**config.mk**
```make
export PLATFORM = sky130hd
export DESIGN_NAME = mem_arbiter_flat
export DESIGN_NICKNAME = d
export VERILOG_FILES = /design/src/rtl/mem_arbiter_if.sv /design/src/rtl/mem_arbiter.sv /design/src/flat_wrapper.sv
export SDC_FILE = /design/constraint.sdc
export NUM_CORES = 1
export LEC_CHECK = 0
export ABC_AREA = 1
export CAP_MARGIN = 25
export CORE_MARGIN = 10
export CORE_UTILIZATION = 33
export CTS_CLUSTER_DIAMETER = 150
export DETAILED_ROUTE_END_ITERATION = 16
export PLACE_DENSITY = 0.76
export SYNTH_ARGS = -nofsm -noshare
export SYNTH_HDL_FRONTEND = slang
export SYNTH_SLANG_ARGS = --single-unit
```
**constraint.sdc**
```tcl
create_clock -name CLK -period 2.5 [get_ports CLK]
set_input_delay 0.5 -clock CLK [delete_from_list [all_inputs] [get_ports CLK]]
set_output_delay 0.5 -clock CLK [all_outputs]
set_load 0.02 [all_outputs]
```
**src/rtl/mem_arbiter_if.sv**
```systemverilog
// mem_arbiter_if: requester, RAM and status signals around mem_arbiter.
// Requesters: iREN/iaddr -> ihit/iload, dREN/dWEN/daddr/dstore -> dhit/dload.
// RAM: ramREN/ramWEN/ramaddr/ramstore out, ramload/ramstate in. err is sticky status.
// slave = arbiter view, master = requester/RAM/bench view.
interface mem_arbiter_if;
    logic        iREN;
    logic [31:0] iaddr;
    logic        dREN;
    logic        dWEN;
    logic [31:0] daddr;
    logic [31:0] dstore;
    logic        ihit;
    logic [31:0] iload;
    logic        dhit;
    logic [31:0] dload;
    logic        ramREN;
    logic        ramWEN;
    logic [31:0] ramaddr;
    logic [31:0] ramstore;
    logic [31:0] ramload;
    logic [1:0]  ramstate;
    logic        err;
    modport slave (
        input  iREN, iaddr, dREN, dWEN, daddr, dstore, ramload, ramstate,
        output ihit, iload, dhit, dload, ramREN, ramWEN, ramaddr, ramstore, err
    );
    modport master (
        output iREN, iaddr, dREN, dWEN, daddr, dstore, ramload, ramstate,
        input  ihit, iload, dhit, dload, ramREN, ramWEN, ramaddr, ramstore, err
    );
endinterface

```
**src/rtl/mem_arbiter.sv**
```systemverilog
// mem_arbiter: serialises instruction and data accesses onto one single-ported RAM.
// Ports: CLK (rising edge), RST (async active-high), bus (mem_arbiter_if.slave).
// Data side wins unless the instruction side has been passed over STARVE_MAX times.
// RAM errors and timeouts complete the access with ERR_WORD and set sticky err.
module mem_arbiter #(
    parameter int          TIMEOUT    = 64,
    parameter int          STARVE_MAX = 4,
    parameter logic [31:0] ERR_WORD   = 32'hBAD1BAD1
) (
    input logic          CLK,
    input logic          RST,
    mem_arbiter_if.slave bus
);
    localparam logic [1:0] IDLE = 2'd0, DACC = 2'd1, IACC = 2'd2, RESP = 2'd3;
    localparam logic [1:0] RAM_ACCESS = 2'd2, RAM_ERROR = 2'd3;
    localparam int SW = $clog2(STARVE_MAX + 1);
    localparam int TW = $clog2(TIMEOUT);
    logic [1:0]    r_state;
    logic          r_dside;
    logic [SW-1:0] r_starve;
    logic [TW-1:0] r_tcnt;
    logic [31:0]   r_iload;
    logic [31:0]   r_dload;
    logic          r_err;
    logic          w_dgrant;
    logic          w_dacc;
    logic          w_iacc;
    logic          w_acc;
    logic          w_fail;
    assign w_dgrant = (bus.dREN | bus.dWEN) && !(bus.iREN && r_starve == SW'(STARVE_MAX));
    assign w_dacc   = r_state == DACC;
    assign w_iacc   = r_state == IACC;
    assign w_acc    = bus.ramstate == RAM_ACCESS;
    // ACCESS on the last allowed cycle still counts as success
    assign w_fail   = !w_acc && (bus.ramstate == RAM_ERROR || r_tcnt == TW'(TIMEOUT - 1));
    always_ff @(posedge CLK or posedge RST) begin
        if (RST) begin
            r_state  <= IDLE;
            r_dside  <= 1'b0;
            r_starve <= '0;
            r_tcnt   <= '0;
            r_iload  <= '0;
            r_dload  <= '0;
            r_err    <= 1'b0;
        end else begin
            case (r_state)
                IDLE: begin
                    if (w_dgrant) begin
                        r_state  <= DACC;
                        r_dside  <= 1'b1;
                        r_starve <= !bus.iREN ? '0 :
                                    (r_starve == SW'(STARVE_MAX)) ? r_starve : r_starve + 1'b1;
                    end else if (bus.iREN) begin
                        r_state  <= IACC;
                        r_dside  <= 1'b0;
                        r_starve <= '0;
                    end else begin
                        r_starve <= '0;
                    end
                end
                DACC, IACC: begin
                    r_tcnt <= r_tcnt + 1'b1;
                    if (w_acc || w_fail) begin
                        r_state <= RESP;
                        if (w_fail)
                            r_err <= 1'b1;
                        if (w_iacc)
                            r_iload <= w_fail ? ERR_WORD : bus.ramload;
                        else if (!bus.dWEN)
                            r_dload <= w_fail ? ERR_WORD : bus.ramload;
                    end
                end
                default: begin
                    r_state <= IDLE;
                    r_tcnt  <= '0;
                end
            endcase
        end
    end
    // strobes follow the state directly so reset drops them immediately
    assign bus.ramREN   = w_iacc | (w_dacc & bus.dREN & ~bus.dWEN);
    assign bus.ramWEN   = w_dacc & bus.dWEN;
    assign bus.ramaddr  = w_dacc ? bus.daddr : w_iacc ? bus.iaddr : '0;
    assign bus.ramstore = w_dacc ? bus.dstore : '0;
    assign bus.ihit     = (r_state == RESP) & ~r_dside;
    assign bus.dhit     = (r_state == RESP) & r_dside;
    assign bus.iload    = r_iload;
    assign bus.dload    = r_dload;
    assign bus.err      = r_err;
endmodule

```
**src/flat_wrapper.sv**
```systemverilog
// flat-port wrapper written by rule: the top's interface ports become plain ports
module mem_arbiter_flat 
#(
    parameter int          TIMEOUT    = 64,
    parameter int          STARVE_MAX = 4,
    parameter logic [31:0] ERR_WORD   = 32'hBAD1BAD1
)
  (CLK, RST, bus_iREN, bus_iaddr, bus_dREN, bus_dWEN, bus_daddr, bus_dstore, bus_ramload, bus_ramstate, bus_ihit, bus_iload, bus_dhit, bus_dload, bus_ramREN, bus_ramWEN, bus_ramaddr, bus_ramstore, bus_err);
  mem_arbiter_if bus_i ();
  input logic CLK;
  input logic RST;
  input wire logic [$bits(bus_i.iREN)-1:0] bus_iREN;
  input wire logic [$bits(bus_i.iaddr)-1:0] bus_iaddr;
  input wire logic [$bits(bus_i.dREN)-1:0] bus_dREN;
  input wire logic [$bits(bus_i.dWEN)-1:0] bus_dWEN;
  input wire logic [$bits(bus_i.daddr)-1:0] bus_daddr;
  input wire logic [$bits(bus_i.dstore)-1:0] bus_dstore;
  input wire logic [$bits(bus_i.ramload)-1:0] bus_ramload;
  input wire logic [$bits(bus_i.ramstate)-1:0] bus_ramstate;
  output wire logic [$bits(bus_i.ihit)-1:0] bus_ihit;
  output wire logic [$bits(bus_i.iload)-1:0] bus_iload;
  output wire logic [$bits(bus_i.dhit)-1:0] bus_dhit;
  output wire logic [$bits(bus_i.dload)-1:0] bus_dload;
  output wire logic [$bits(bus_i.ramREN)-1:0] bus_ramREN;
  output wire logic [$bits(bus_i.ramWEN)-1:0] bus_ramWEN;
  output wire logic [$bits(bus_i.ramaddr)-1:0] bus_ramaddr;
  output wire logic [$bits(bus_i.ramstore)-1:0] bus_ramstore;
  output wire logic [$bits(bus_i.err)-1:0] bus_err;
  assign bus_i.iREN = bus_iREN;
  assign bus_i.iaddr = bus_iaddr;
  assign bus_i.dREN = bus_dREN;
  assign bus_i.dWEN = bus_dWEN;
  assign bus_i.daddr = bus_daddr;
  assign bus_i.dstore = bus_dstore;
  assign bus_i.ramload = bus_ramload;
  assign bus_i.ramstate = bus_ramstate;
  assign bus_ihit = bus_i.ihit;
  assign bus_iload = bus_i.iload;
  assign bus_dhit = bus_i.dhit;
  assign bus_dload = bus_i.dload;
  assign bus_ramREN = bus_i.ramREN;
  assign bus_ramWEN = bus_i.ramWEN;
  assign bus_ramaddr = bus_i.ramaddr;
  assign bus_ramstore = bus_i.ramstore;
  assign bus_err = bus_i.err;
  mem_arbiter #(.TIMEOUT(TIMEOUT), .STARVE_MAX(STARVE_MAX), .ERR_WORD(ERR_WORD)) u_core (.CLK(CLK), .RST(RST), .bus(bus_i));
endmodule
```
==> results by group <==
Outcome
  – Status: finished clean

Floorplan
  – Core Area: about 13000 µm²
  – Die Wd: 132.7 µm
  – Die height: between 100 and 150 µm
  – IO Pins: around 270
  – Full die area: ~18000 µm²
  – Row count: 41
  – Initial core utilization: roughly a third

Worst setup path
  – Worst R2R Path Depth: 6
  – Worst Path Max Fanout: 33
  – Crit path launch type: register
  – Kind of critical path: register to output port
  – Endpoint of the lowest-slack register-to-register path: u_core.bus.iload[1]$_DFFE_PP0P_
  – R2R setup slack: roughly 0.60 ns
  – Worst EP arrival: 1.92 ns
  – Worst setup EP type: output port
  – CP required: approximately 2 ns
  – Critical R2R Launch: u_core.r_state[0]$_DFFE_PP0P_

Global routing
  – Vias in the first global route: approximately 4600
  – Initial antenna violation count: 0
  – Maximum number of pins on one net before global-route repair: 65
  – Global-route wire length before repair: around 25 mm
  – Overflow after GRT: 0
  – Total GRT Usage: ~18%

Power and ir drop
  – Static Leak: ~3.7 nW
  – Peak VDD IR: approximately 0.00054 V
  – Pwr dens: between 1000 and 1500 nW/µm²

Synthesis
  – Post-synthesis instance area: between 4000 and 5000 µm²
  – Synth Area in XOR/XNOR: less than 1%
  – Avg Cell Area, Syn: around 8 µm²
  – Main combinational cell family by area after synthesis: simple AND/OR/NAND/NOR gates
  – Cells after Synth: around 520
  – Post-Synth Adder-Cell Area: 2.387%
  – Synth Area in Compound Gates: 13.54%
  – Synth cell types: 29
  – Mux contribution to synthesized area: 0%
  – FF+latch count, synth: a little under 80
  – Simple-gate share of the synthesized area: about 28%
  – Yosys warning count: 0
  – Post-Syn Nets: approximately 670
  – Sequential area share after synthesis: between 40 and 50%

Drt
  – Drt wl/cell: 16.78 µm
  – Final WL: between 15 and 20 mm
  – Residual DRC: 0
  – Vias per cell: 4.600
  – Via count of the routed design: approximately 4400
  – Initial drt markers: 275
  – Drt first pass iters: 5
  – Remaining antenna violation count after routing: 0

Timing
  – Worst slew pin tran: slightly above 0.5 ns
  – Min Tclk post-route: around 2.4 ns
  – RSZ-0062 raised after global routing: false
  – Setup violations, final: 0
  – Setup ws final: ~0.08 ns
  – Final critical-path share of the clock period: between 90 and 100%
  – Slew Limit Fails: 0
  – FMAX: 413.5 MHz
  – Max_slew headroom: around two thirds
  – Final Hold Violating Endpoints: 0
  – Setup Skew: 0.006172 ns
  – Setup TNS: 0 ns

Clock network
  – H-tree depth: 3
  – Clock Latency Late Sink: ~0.34 ns
  – CTS tree: yes
  – Clock Tree Buf Depth: 2
  – TritonCTS Buffers: 9
  – Clk pin slew, worst setup/hold paths: approximately 0.060 ns
  – Clock sink count: between 70 and 80
  – Total setup buffers inserted after CTS: 0
  – Clk root buf: clkbuf_16

Final layout
  – Final std cells w/o fill: about 960
  – # diodes: 0
  – Final net count: approximately 900
  – Share of cells above drive strength 1: approximately 14%
  – Final Core Density: 57.72%
  – Filler cells: ~1200
  – Synthesis-to-layout area growth: 72.26%

Hold path
  – Min-delay src: u_core.bus.err$_DFFE_PP0P_
  – Hold Path Class: register to register
  – Hold Crit Endpoint: u_core.bus.err$_DFFE_PP0P_
  – Hold-critical path depth: 1

Placement
  – DP Wirelength: roughly 13 mm
  – PortBufs: around 270
  – RD Place Congestion: approximately 0.84
  – Pre-CTS WS: between 0.15 and 0.2 ns
  – Post-Place Cells: 940

Job
  – Max Cap Viol: 0
[synth_stat cells]
| library cell | number | area share (%) |
|---|---|---|
| o21ai_2 | 49 | 10 |
| inv_1 | 51 | 4.6 |
| nor3b_1 | 1 | 0.18 |
| nor2_1 | 25 | 2.2 |
| clkinv_1 | 1 | 0.089 |
| buf_6 | 11 | 3.0 |
| nand3_4 | 2 | 0.84 |
| a21oi_1 | 4 | 0.48 |
| dfrtp_1 | 77 | 46 |
| o21ai_1 | 15 | 1.8 |
| buf_1 | 3 | 0.27 |
| a21o_1 | 1 | 0.18 |
| o22ai_1 | 2 | 0.30 |
| ha_1 | 8 | 2.4 |
| clkbuf_1 | 11 | 0.98 |
| nand3_1 | 53 | 6.3 |
| buf_2 | 2 | 0.24 |
| inv_2 | 1 | 0.089 |
| xor2_1 | 1 | 0.21 |
| xnor2_1 | 1 | 0.21 |
| buf_4 | 4 | 0.72 |
| a31o_2 | 1 | 0.21 |
| nand2_4 | 2 | 0.54 |
| o21ai_0 | 3 | 0.36 |
| nand2_1 | 188 | 17 |
| nor3_1 | 1 | 0.12 |
| nand4_1 | 2 | 0.30 |
| nor2_2 | 1 | 0.15 |
| nand2_2 | 2 | 0.30 |
[area by class of cell]
type	instances	area, µm²	area share, %
Inverter	53	200.2	2.771
Clock inverter	7	98.84	1.368
Clock buffer	9	225.2	3.117
Tap cell	172	215.2	2.979
Timing Repair Buffer	277	2701	37.39
Sequential cell	77	1927	26.67
Multi-Input combinational cell	362	1857	25.70
[layout by cell type (no fill, tap or decap), types with 3 or more instances in the layout]
| cell | count |
|---|---|
| buf_12 | 6 |
| clkdlybuf4s50_1 | 201 |
| nand3_1 | 53 |
| clkdlybuf4s15_1 | 12 |
| buf_4 | 3 |
| inv_1 | 50 |
| ha_1 | 6 |
| dlygate4sd2_1 | 33 |
| o21ai_2 | 49 |
| o21ai_0 | 3 |
| a21oi_1 | 4 |
| clkbuf_16 | 9 |
| o21ai_1 | 15 |
| nor2_1 | 25 |
| dfrtp_1 | 77 |
| nand2_1 | 188 |
| clkbuf_2 | 21 |
[through the flow]
stage	cell area, µm²	power [mW]	hold WS, ns
finish	7224	8.803	0.4582
floorplan	4194	5.124	0.4704
global route	7224	9.384	0.4786
CTS	7288	8.936	0.4569
global placement	7012	7.573	0.4443
detailed placement	7012	7.709	0.4436
[worst max-delay path, stage by stage (launching register included)]
cell             delay (ns)
dfrtp_1                0.43
inv_1                  0.10
ha_2                   0.24
bufbuf_16              0.35
nand2_1                0.06
nand2_1                0.06
clkdlybuf4s15_1        0.32
[cell families (layout without fill, tap and decap cells)]
kind of cell    count (synthesis)  count (layout)
compound gates                 75              75
xor+xnor                        2               2
fa+ha+maj                       8               8
buf+inv                        84             346
flops                          77              77
simple gates                  277             277
[state kept, by name, indices dropped and copies added (netlist names)]
register / flops
u_core.bus.iload: 32
u_core.bus.err: 1
u_core.r_tcnt: 6
u_core.bus.dload: 32
u_core.r_starve: 3
u_core.r_state: 2
u_core.r_dside: 1
[power breakdown]
part	internal [mW]	leakage [nW]	switching [mW]	total, mW
logic	2.21	2.53	3.06	5.27
registers	1.80	0.970	0.327	2.13
clock network	0.878	0.156	0.529	1.41
total	4.89	3.66	3.92	8.80
[metal layers]
layer / vias to the layer above / track usage, % / part of all wire (%)
met5: - / 0 / 0
met4: 0 / 6.235 / 2.0
met3: 24 / 7.759 / 10
met2: 201 / 31.17 / 49
met1: 2003 / 19.05 / 39
li1: 2174 / - / -
[repair_timing]
| action | CTS | global route |
|---|---|---|
| hold buffers | 0 | 0 |
| gates cloned | 1 | 0 |
| pin swaps | 0 | 0 |
| endpoints found under the setup margin | 66 | 33 |
| gates resized for setup | 67 | 54 |
[how the worst max path moves through the flow]
stage	startpoint	to	slack, ns	cells past startpoint
2_1_floorplan	RST	u_core.bus.dload[0]$_DFFE_PP0P_	0.03	1
3_3_place_gp	u_core.r_state[1]$_DFFE_PP0P_	bus_ramaddr[13]	0.20	6
3_5_place_dp	u_core.r_state[1]$_DFFE_PP0P_	bus_ramaddr[13]	0.18	6
4_1_cts	u_core.r_state[1]$_DFFE_PP0P_	bus_ramaddr[16]	0.007	6
5_1_grt	u_core.r_state[1]$_DFFE_PP0P_	bus_ramaddr[26]	0.001	6
6_report	u_core.r_state[1]$_DFFE_PP0P_	bus_ramaddr[25]	0.08	6
Note: power is estimated with default switching activity, not from simulation.
